===== config.mk =====
export PLATFORM = sky130hd
export DESIGN_NAME = fp_accum_ctrl
export DESIGN_NICKNAME = d
export VERILOG_FILES = /design/src/rtl/fp32_pkg.sv /design/src/rtl/fp_accum_ctrl.sv
export SDC_FILE = /design/constraint.sdc
export NUM_CORES = 1
export LEC_CHECK = 0
export ABC_AREA = 1
export CAP_MARGIN = 40
export CORE_ASPECT_RATIO = 0.5
export CORE_MARGIN = 4
export CORE_UTILIZATION = 45
export CTS_BUF_LIST = sky130_fd_sc_hd__clkbuf_4 sky130_fd_sc_hd__clkbuf_8
export DETAILED_ROUTE_END_ITERATION = 7
export PLACE_DENSITY = 0.88
export REMOVE_ABC_BUFFERS = 1
export SLEW_MARGIN = 5
export SYNTH_ARGS = -nofsm -noshare
export SYNTH_HDL_FRONTEND = slang
export SYNTH_SLANG_ARGS = --single-unit

===== constraint.sdc =====
create_clock -name clk -period 4.5 [get_ports clk]
set_clock_uncertainty 0.2 [all_clocks]
set_input_delay 1.125 -clock clk [delete_from_list [all_inputs] [get_ports clk]]
set_output_delay 1.125 -clock clk [all_outputs]
set_load 0.01 [all_outputs]

===== src/rtl/fp32_pkg.sv =====
// Shared fp32 constants, field widths, accumulator-controller state encoding
// and a NaN classifier used by the controller and its bench.
package fp32_pkg;

  localparam int EXP_W = 8;
  localparam int MAN_W = 23;

  localparam logic [31:0] FP32_POS_ZERO = 32'h0000_0000;
  localparam logic [31:0] FP32_POS_INF  = 32'h7F80_0000;
  localparam logic [31:0] FP32_NEG_INF  = 32'hFF80_0000;

  localparam logic [1:0] ST_ACC_ENC = 2'd0;
  localparam logic [1:0] ST_ADD_ENC = 2'd1;
  localparam logic [1:0] ST_OUT_ENC = 2'd2;

  typedef enum logic [1:0] {
    S_ACC = ST_ACC_ENC,
    S_ADD = ST_ADD_ENC,
    S_OUT = ST_OUT_ENC
  } state_e;

  function automatic logic is_nan(input logic [31:0] v);
    return (v[MAN_W+EXP_W-1:MAN_W] == {EXP_W{1'b1}}) && (v[MAN_W-1:0] != '0);
  endfunction

endpackage


===== src/rtl/fp_accum_ctrl.sv =====
// Streaming accumulator controller: feeds an external combinational fp32
// add_sub one operand at a time and presents the packet total with sticky flags.
module fp_accum_ctrl
  import fp32_pkg::*;
#(
  parameter int CNT_W = 16
) (
  input  logic             clk,
  input  logic             rst,
  input  logic             in_valid,
  output logic             in_ready,
  input  logic [31:0]      in_data,
  input  logic             in_sub,
  input  logic             in_last,
  output logic [31:0]      op_a,
  output logic [31:0]      op_b,
  output logic             op_sub,
  input  logic [31:0]      op_result,
  input  logic             op_overflow,
  input  logic             op_underflow,
  output logic             out_valid,
  input  logic             out_ready,
  output logic [31:0]      out_sum,
  output logic             out_overflow,
  output logic             out_underflow,
  output logic             out_nan,
  output logic [CNT_W-1:0] out_count
);

  state_e             state_q;
  logic [31:0]        acc_q;
  logic [31:0]        opb_q;
  logic               sub_q;
  logic               last_q;
  logic               ovf_q;
  logic               unf_q;
  logic               nan_q;
  logic [CNT_W-1:0]   count_q;
  logic [CNT_W-1:0]   count_d;
  logic               in_ready_q;
  logic               out_valid_q;

  // Element counter sticks at all-ones until the result is handed off.
  always_comb begin
    count_d = count_q;
    if (count_q != {CNT_W{1'b1}}) begin
      count_d = count_q + 1'b1;
    end
  end

  always_ff @(posedge clk) begin
    if (rst) begin
      state_q     <= S_ACC;
      acc_q       <= FP32_POS_ZERO;
      opb_q       <= '0;
      sub_q       <= 1'b0;
      last_q      <= 1'b0;
      ovf_q       <= 1'b0;
      unf_q       <= 1'b0;
      nan_q       <= 1'b0;
      count_q     <= '0;
      in_ready_q  <= 1'b1;
      out_valid_q <= 1'b0;
    end else begin
      unique case (state_q)
        S_ACC: begin
          if (in_valid) begin
            opb_q      <= in_data;
            sub_q      <= in_sub;
            last_q     <= in_last;
            in_ready_q <= 1'b0;
            state_q    <= S_ADD;
          end
        end
        S_ADD: begin
          // The NaN flag tracks the value being written into the accumulator,
          // so it lines up with out_sum once S_OUT is reached.
          acc_q   <= op_result;
          ovf_q   <= ovf_q | op_overflow;
          unf_q   <= unf_q | op_underflow;
          nan_q   <= is_nan(op_result);
          count_q <= count_d;
          if (last_q) begin
            out_valid_q <= 1'b1;
            state_q     <= S_OUT;
          end else begin
            in_ready_q <= 1'b1;
            state_q    <= S_ACC;
          end
        end
        S_OUT: begin
          if (out_ready) begin
            acc_q       <= FP32_POS_ZERO;
            ovf_q       <= 1'b0;
            unf_q       <= 1'b0;
            nan_q       <= 1'b0;
            count_q     <= '0;
            out_valid_q <= 1'b0;
            in_ready_q  <= 1'b1;
            state_q     <= S_ACC;
          end
        end
        default: begin
          out_valid_q <= 1'b0;
          in_ready_q  <= 1'b1;
          state_q     <= S_ACC;
        end
      endcase
    end
  end

  assign in_ready      = in_ready_q;
  assign op_a          = acc_q;
  assign op_b          = opb_q;
  assign op_sub        = sub_q;
  assign out_valid     = out_valid_q;
  assign out_sum       = acc_q;
  assign out_overflow  = ovf_q;
  assign out_underflow = unf_q;
  assign out_nan       = nan_q;
  assign out_count     = count_q;

endmodule


==> flow_metrics.env, run 1 <==
export IMPL_asyncSetResetFlopFracSynth=0
export IMPL_timing_critical_path_max_delay_family="buffers and inverters"
export IMPL_grt_pass1_wl_mm=18.94
export IMPL_setup_total_negative_slack_ns=0
export IMPL_grt_max_degree=50
export IMPL_timing_critical_path_to_type="primary output"
export IMPL_synth_edff_count=0
export IMPL_largest_family_of_logic_cells_by_synthesized_area="simple AND/OR/NAND/NOR gates"
export IMPL_finish_net_count=768
export IMPL_synth_seq_area_share=0.4577
export IMPL_relative_slew_slack=0.4467
export IMPL_area_delta_synth_final_pct=49.47
export IMPL_clkSlewWorstSetupHoldPaths_ns=0.09
export IMPL_maxCapViolCount=0
export IMPL_dp_final_hpwl_mm=8.796
export IMPL_core_area_um2=8202
export IMPL_drt_pass1_iterations=5
export IMPL_numPortBuffers=189
export IMPL_critical_path_buf_inv_count=1
export IMPL_drc=0
export IMPL_reg2reg_setup_slack_ns=1.83
export IMPL_io_pins=190
export IMPL_compound_cell_area_share_of_the_yosys_netlist=0.1276
export IMPL_layout_core_utilization=0.7094
export IMPL_initial_core_util=0.4746
export IMPL_gp_congestion=0.8958
export IMPL_cts_repair_resize_count=0
export IMPL_cts_num_sinks=89
export IMPL_route_detailed_vias_per_inst=4.952
export IMPL_syn_avg_cell_area_um2=7.116
export IMPL_numCtsBuffers=9
export IMPL_cts_tree="done"
export IMPL_synth_cell_types=29
export IMPL_synthSimpleGateAreaFrac=0.2883
export IMPL_yosys_mux_area_fraction=0
export IMPL_dieHeight_um=73.77
export IMPL_post_route_period_util=0.6118
export IMPL_yosys_area_share_adder=0.003214
export IMPL_postSynthCellCount=547
export IMPL_vdd_ir_drop_worst_mv=0.1765
export IMPL_rsz_0062_raised_after_global_routing="no"
export IMPL_post_cts_hold_buffer_count=0
export IMPL_floorplan_die_area_um2=10290
export IMPL_post_route_cells_drive_above_1_share=0.05286
export IMPL_min_delay_path_class="reg2reg"
export IMPL_finalWirelength_mm=12.08
export IMPL_post_place_cells=796
export IMPL_synth_top_cell_area_share=0.4577
export IMPL_antenna_found_initial=0
export IMPL_critPathMaxStageDelay_ns=0.61
export IMPL_antenna_cells=0
export IMPL_min_period_ns=2.753
export IMPL_post_synth_xor_area_fraction=0.002250
export IMPL_startpoint_class="flip-flop"
export IMPL_chipWidth_um=139.5
export IMPL_first_global_vias=3877
export IMPL_worst_slew_pin_transition_ns=0.8279
export IMPL_critical_path_slowest_cell="clkdlybuf4s50_1"
export IMPL_critical_path_required_ns=3.17
export IMPL_synth_warning_count=0
export IMPL_worstSkewPairLatency_ns=0.36
export IMPL_worstPathArrival_ns=1.43
export IMPL_setup_worst_path_class="reg2out"
export IMPL_netlist_top_cells_area="dfxtp_1, nand2_1, nor2_1"
export IMPL_placement_rows=23
export IMPL_hold_viol=0
export IMPL_report_power_total_mw=1.802
export IMPL_ys_top_cells_by_count="nand2_1, nor2_1, dfxtp_1"
export IMPL_fmax_ghz=0.3632
export IMPL_clk_path_buf_depth=2
export IMPL_clock_tree_htree_level_count=3
export IMPL_yosys_most_used_dff="dfxtp_1"
export IMPL_wl_per_cell_um=14.87
export IMPL_outcome="finished clean"
export IMPL_report_final_setup_viol=0
export IMPL_leakage_power_nw=2.195
export IMPL_post_synth_instance_area_um2=3892
export IMPL_layout_cells_non_filler=812
export IMPL_synthDominantAreaCellType="dfxtp_1"
export IMPL_synth_most_common_cell="nand2_1"
export IMPL_critical_path_peak_fanout=7
export IMPL_worstPathCellList="clkdlybuf4s50_1"
export IMPL_clock_root_buffer="clkbuf_8"
export IMPL_pwr_density_cell_nw_per_um2=309.7
export IMPL_grt_total_usage=0.2262
export IMPL_finalMaxSlewViolations=0
export IMPL_detailedRoute_firstIterationViolations=298
export IMPL_antenna_violating_nets_remaining=0
export IMPL_globalRouteOverflowTotal=0
export IMPL_synthesis_stage_register_bit_count=89
export IMPL_detailroute_via_count=4021
export IMPL_postCtsSetupRepairBufs=0
-- path summary, 6_finish.rpt --
| check | startpoint | cells past startpoint | end |
|---|---|---|---|
| setup / recovery | out_count[11] | 1 | out_count[11] |
| hold / removal | out_underflow | 2 | out_underflow |
| hold reg to reg | out_underflow | 2 | out_underflow |
| setup reg to reg | state_q[0] | 9 | out_count[10] |
-- kinds of logic after synthesis --
group                      after synthesis
adders and majority gates                1
DFF                                     89
AOI/OAI and AO/OA                       96
xor gates and xnor gates                 1
buffers and inverters                   88
and+or+nand+nor                        272
-- where the power goes --
group	switching, mW	internal [mW]
Combinational	0.157	0.190
Sequential	0.0351	0.836
Clock	0.281	0.303
-- final cells by class --
type                    count  area [µm²]
repair buffers            193        1922
clock buffers              12       165.2
well taps                 112       140.1
multi-input cells         370        1640
inverters                  32       120.1
clock inverters             4       48.80
fillers                   652        2384
flip-flops and latches     89        1782
-- layer usage --
metal | up-vias | GRT usage | share of wire
met2 | 124 | 0.3914 | 0.51
met5 | - | 0 | 0
li1 | 2004 | - | -
met4 | 0 | 0.1160 | 0.036
met3 | 39 | 0.05267 | 0.051
met1 | 1854 | 0.2690 | 0.40
-- layout by cell type, fill, tap and decap left out, drive strengths merged --
cell	count
ha	1
nand4	3
dfxtp	89
o211ai	2
a21oi	48
a221oi	1
nor2	114
clkinv	3
clkbuf	12
nor3	5
nand3	25
inv	32
o21ai	45
or2	2
buf	4
xor2	1
clkdlybuf4s50	189
bufinv	1
nand2	122
nand3b	1
-- through the flow --
step	cell area, µm²	setup slack [ns]	hold WS [ns]
after detailed placement	5604	1.480	0.2495
after floorplan	3542	1.464	0.2666
after CTS	5818	1.728	0.2627
after global routing	5818	1.593	0.3010
after global placement	5604	1.510	0.2522
final	5818	1.747	0.2629
-- registers in the layout, summed over array words and instances (netlist names) --
name	flops
in_ready	1
out_underflow	1
out_count	16
last_q	1
state_q	2
out_nan	1
op_sub	1
out_valid	1
op_b	32
out_overflow	1
op_a	32
-- worst min-delay path: stages (launching register included) --
cell and delay (ns):
dfxtp_1 0.33, inv_1 0.05, a21oi_1 0.05
Note: power is estimated with default switching activity, not from simulation.
==> run 2: changes to the inputs <==
CORE_UTILIZATION = 42   (was 45)
PLACE_DENSITY = 0.83   (was 0.88)
clock period = 2.76 ns   (was 4.5 ns; I/O delays follow)
==> run 2 against run 1 <==
Compared with the run above:
- critical path depth unchanged
- setup slack got worse by 1.3 ns
- hold slack improved by 0.0011 ns
- design area increased by 1.2%
- cell count increased by 1.2%
- clock power increased by 85%
- largest cell class unchanged
- critical endpoint unchanged
==> flow_metrics.env, run 2 (synthesis gave the netlist of run 1 again) <==
export IMPL_grt_pass1_wl_mm=19.10
export IMPL_detailroute_via_count=4023
export IMPL_relative_slew_slack=0.6945
export IMPL_critPathMaxStageDelay_ns=0.60
export IMPL_antenna_found_initial=0
export IMPL_final_cell_area_um2=5891
export IMPL_layout_cells_non_filler=822
export IMPL_critical_path_buf_inv_count=1
export IMPL_setup_worst_path_class="reg2out"
export IMPL_pwr_density_cell_nw_per_um2=520.6
export IMPL_post_place_cells=806
export IMPL_postCtsSetupRepairBufs=0
export IMPL_post_cts_hold_buffer_count=0
export IMPL_critical_path_required_ns=1.87
export IMPL_numCtsBuffers=9
export IMPL_worstPathCellList="clkdlybuf4s50_1"
export IMPL_dp_final_hpwl_mm=8.848
export IMPL_outcome="finished clean"
export IMPL_layout_common_cells="clkdlybuf4s50_1, nand2_1, nor2_1"
export IMPL_setup_total_negative_slack_ns=0
export IMPL_mostFrequentLayoutCell="clkdlybuf4s50_1"
export IMPL_worstPathArrival_ns=1.45
export IMPL_startpoint_class="flip-flop"
export IMPL_wl_per_cell_um=14.36
export IMPL_drc=0
export IMPL_hold_viol=0
export IMPL_clkSlewWorstSetupHoldPaths_ns=0.09
export IMPL_cts_num_sinks=89
export IMPL_placedInstanceArea_um2=5648
export IMPL_drt_pass1_iterations=4
export IMPL_dieHeight_um=76.08
export IMPL_min_period_ns=2.341
export IMPL_finalMaxSlewViolations=0
export IMPL_critical_path_slowest_cell="clkdlybuf4s50_1"
export IMPL_clock_root_buffer="clkbuf_8"
export IMPL_grt_total_usage=0.2145
export IMPL_io_pins=190
export IMPL_vdd_ir_drop_worst_mv=0.2867
export IMPL_numPortBuffers=189
export IMPL_antenna_cells=0
export IMPL_initial_core_util=0.4394
export IMPL_antenna_violating_nets_remaining=0
export IMPL_gp_congestion=0.8717
export IMPL_first_global_vias=3818
export IMPL_layout_core_utilization=0.6650
export IMPL_area_delta_synth_final_pct=51.33
export IMPL_min_delay_path_class="reg2reg"
export IMPL_clock_tree_htree_level_count=3
export IMPL_floorplan_die_area_um2=10970
export IMPL_post_route_period_util=0.8483
export IMPL_worstSkewPairLatency_ns=0.37
export IMPL_placement_rows=24
export IMPL_cts_tree="done"
export IMPL_core_area_um2=8859
export IMPL_post_route_cells_drive_above_1_share=0.05957
export IMPL_timing_critical_path_max_delay_family="buffers and inverters"
export IMPL_grt_max_degree=50
export IMPL_layout_filler_cells=748
export IMPL_reg2reg_setup_slack_ns=0.62
export IMPL_detailedRoute_firstIterationViolations=232
export IMPL_cts_repair_resize_count=0
export IMPL_maxCapViolCount=0
export IMPL_leakage_power_nw=2.223
export IMPL_chipWidth_um=144.1
export IMPL_clk_path_buf_depth=2
export IMPL_report_final_setup_viol=0
export IMPL_finish_net_count=773
export IMPL_fmax_ghz=0.4271
export IMPL_worst_slew_pin_transition_ns=0.4582
export IMPL_timing_critical_path_to_type="primary output"
export IMPL_rsz_0062_raised_after_global_routing="no"
export IMPL_hold_worst_slack_ns=0.2640
export IMPL_critical_path_peak_fanout=7
export IMPL_globalRouteOverflowTotal=0
export IMPL_finalWirelength_mm=11.81
export IMPL_route_detailed_vias_per_inst=4.894
-- run 2: cell types whose count changed in the layout (fill, tap and decap cells not counted) --
cell | before | now
buf_4 | 4 | 9
clkbuf_8 | 12 | 9
bufinv_16 | 1 | 3
clkinvlp_4 | 0 | 2
clkinv_2 | 2 | 1
clkinv_4 | 0 | 1
inv_6 | 1 | 0
-- run 2: metrics by stage --
step,setup slack [ns],power [mW]
floorplan,0.1593,1.641
global placement,0.4726,2.008
detailed placement,0.4296,2.018
CTS,0.4131,3.091
global route,0.3792,3.194
finish,0.4187,3.067
-- run 2: per-layer routing --
layer / share of wire / track usage / up-vias
met1: 0.41 / 0.2535 / 1864
met4: 0.030 / 0.08566 / 0
met5: 0 / 0 / -
met2: 0.51 / 0.3701 / 112
met3: 0.045 / 0.05580 / 29
li1: - / - / 2018
-- run 2: worst paths after layout --
path            startpoint            end  depth (start not counted)
max          out_count[11]  out_count[11]                          1
min          out_underflow  out_underflow                          2
max reg2reg   out_count[0]   out_count[9]                         10
min reg2reg  out_underflow  out_underflow                          2
-- run 2: layout make-up --
class / count / area (µm²) / share of cell area
inverters: 32 / 120.1 / 0.02039
clock buffers: 9 / 123.9 / 0.02103
clock inverters: 7 / 118.9 / 0.02018
well taps: 117 / 146.4 / 0.02485
repair buffers: 198 / 1959 / 0.3326
flip-flops and latches: 89 / 1782 / 0.3025
multi-input cells: 370 / 1640 / 0.2785
-- run 2: worst register-to-register path: cells and delay by family (launching register included) --
| family | cells | cell delay [ns] |
|---|---|---|
| flip-flops | 1 | 0.44 |
| adder cells (fa/ha/maj) | 1 | 0.20 |
| AND/OR/NAND/NOR | 9 | 1.20 |
-- run 2: power by group --
part | switching, mW | internal (mW)
Sequential | 0.0573 | 1.36
Clock | 0.476 | 0.601
Combinational | 0.254 | 0.316
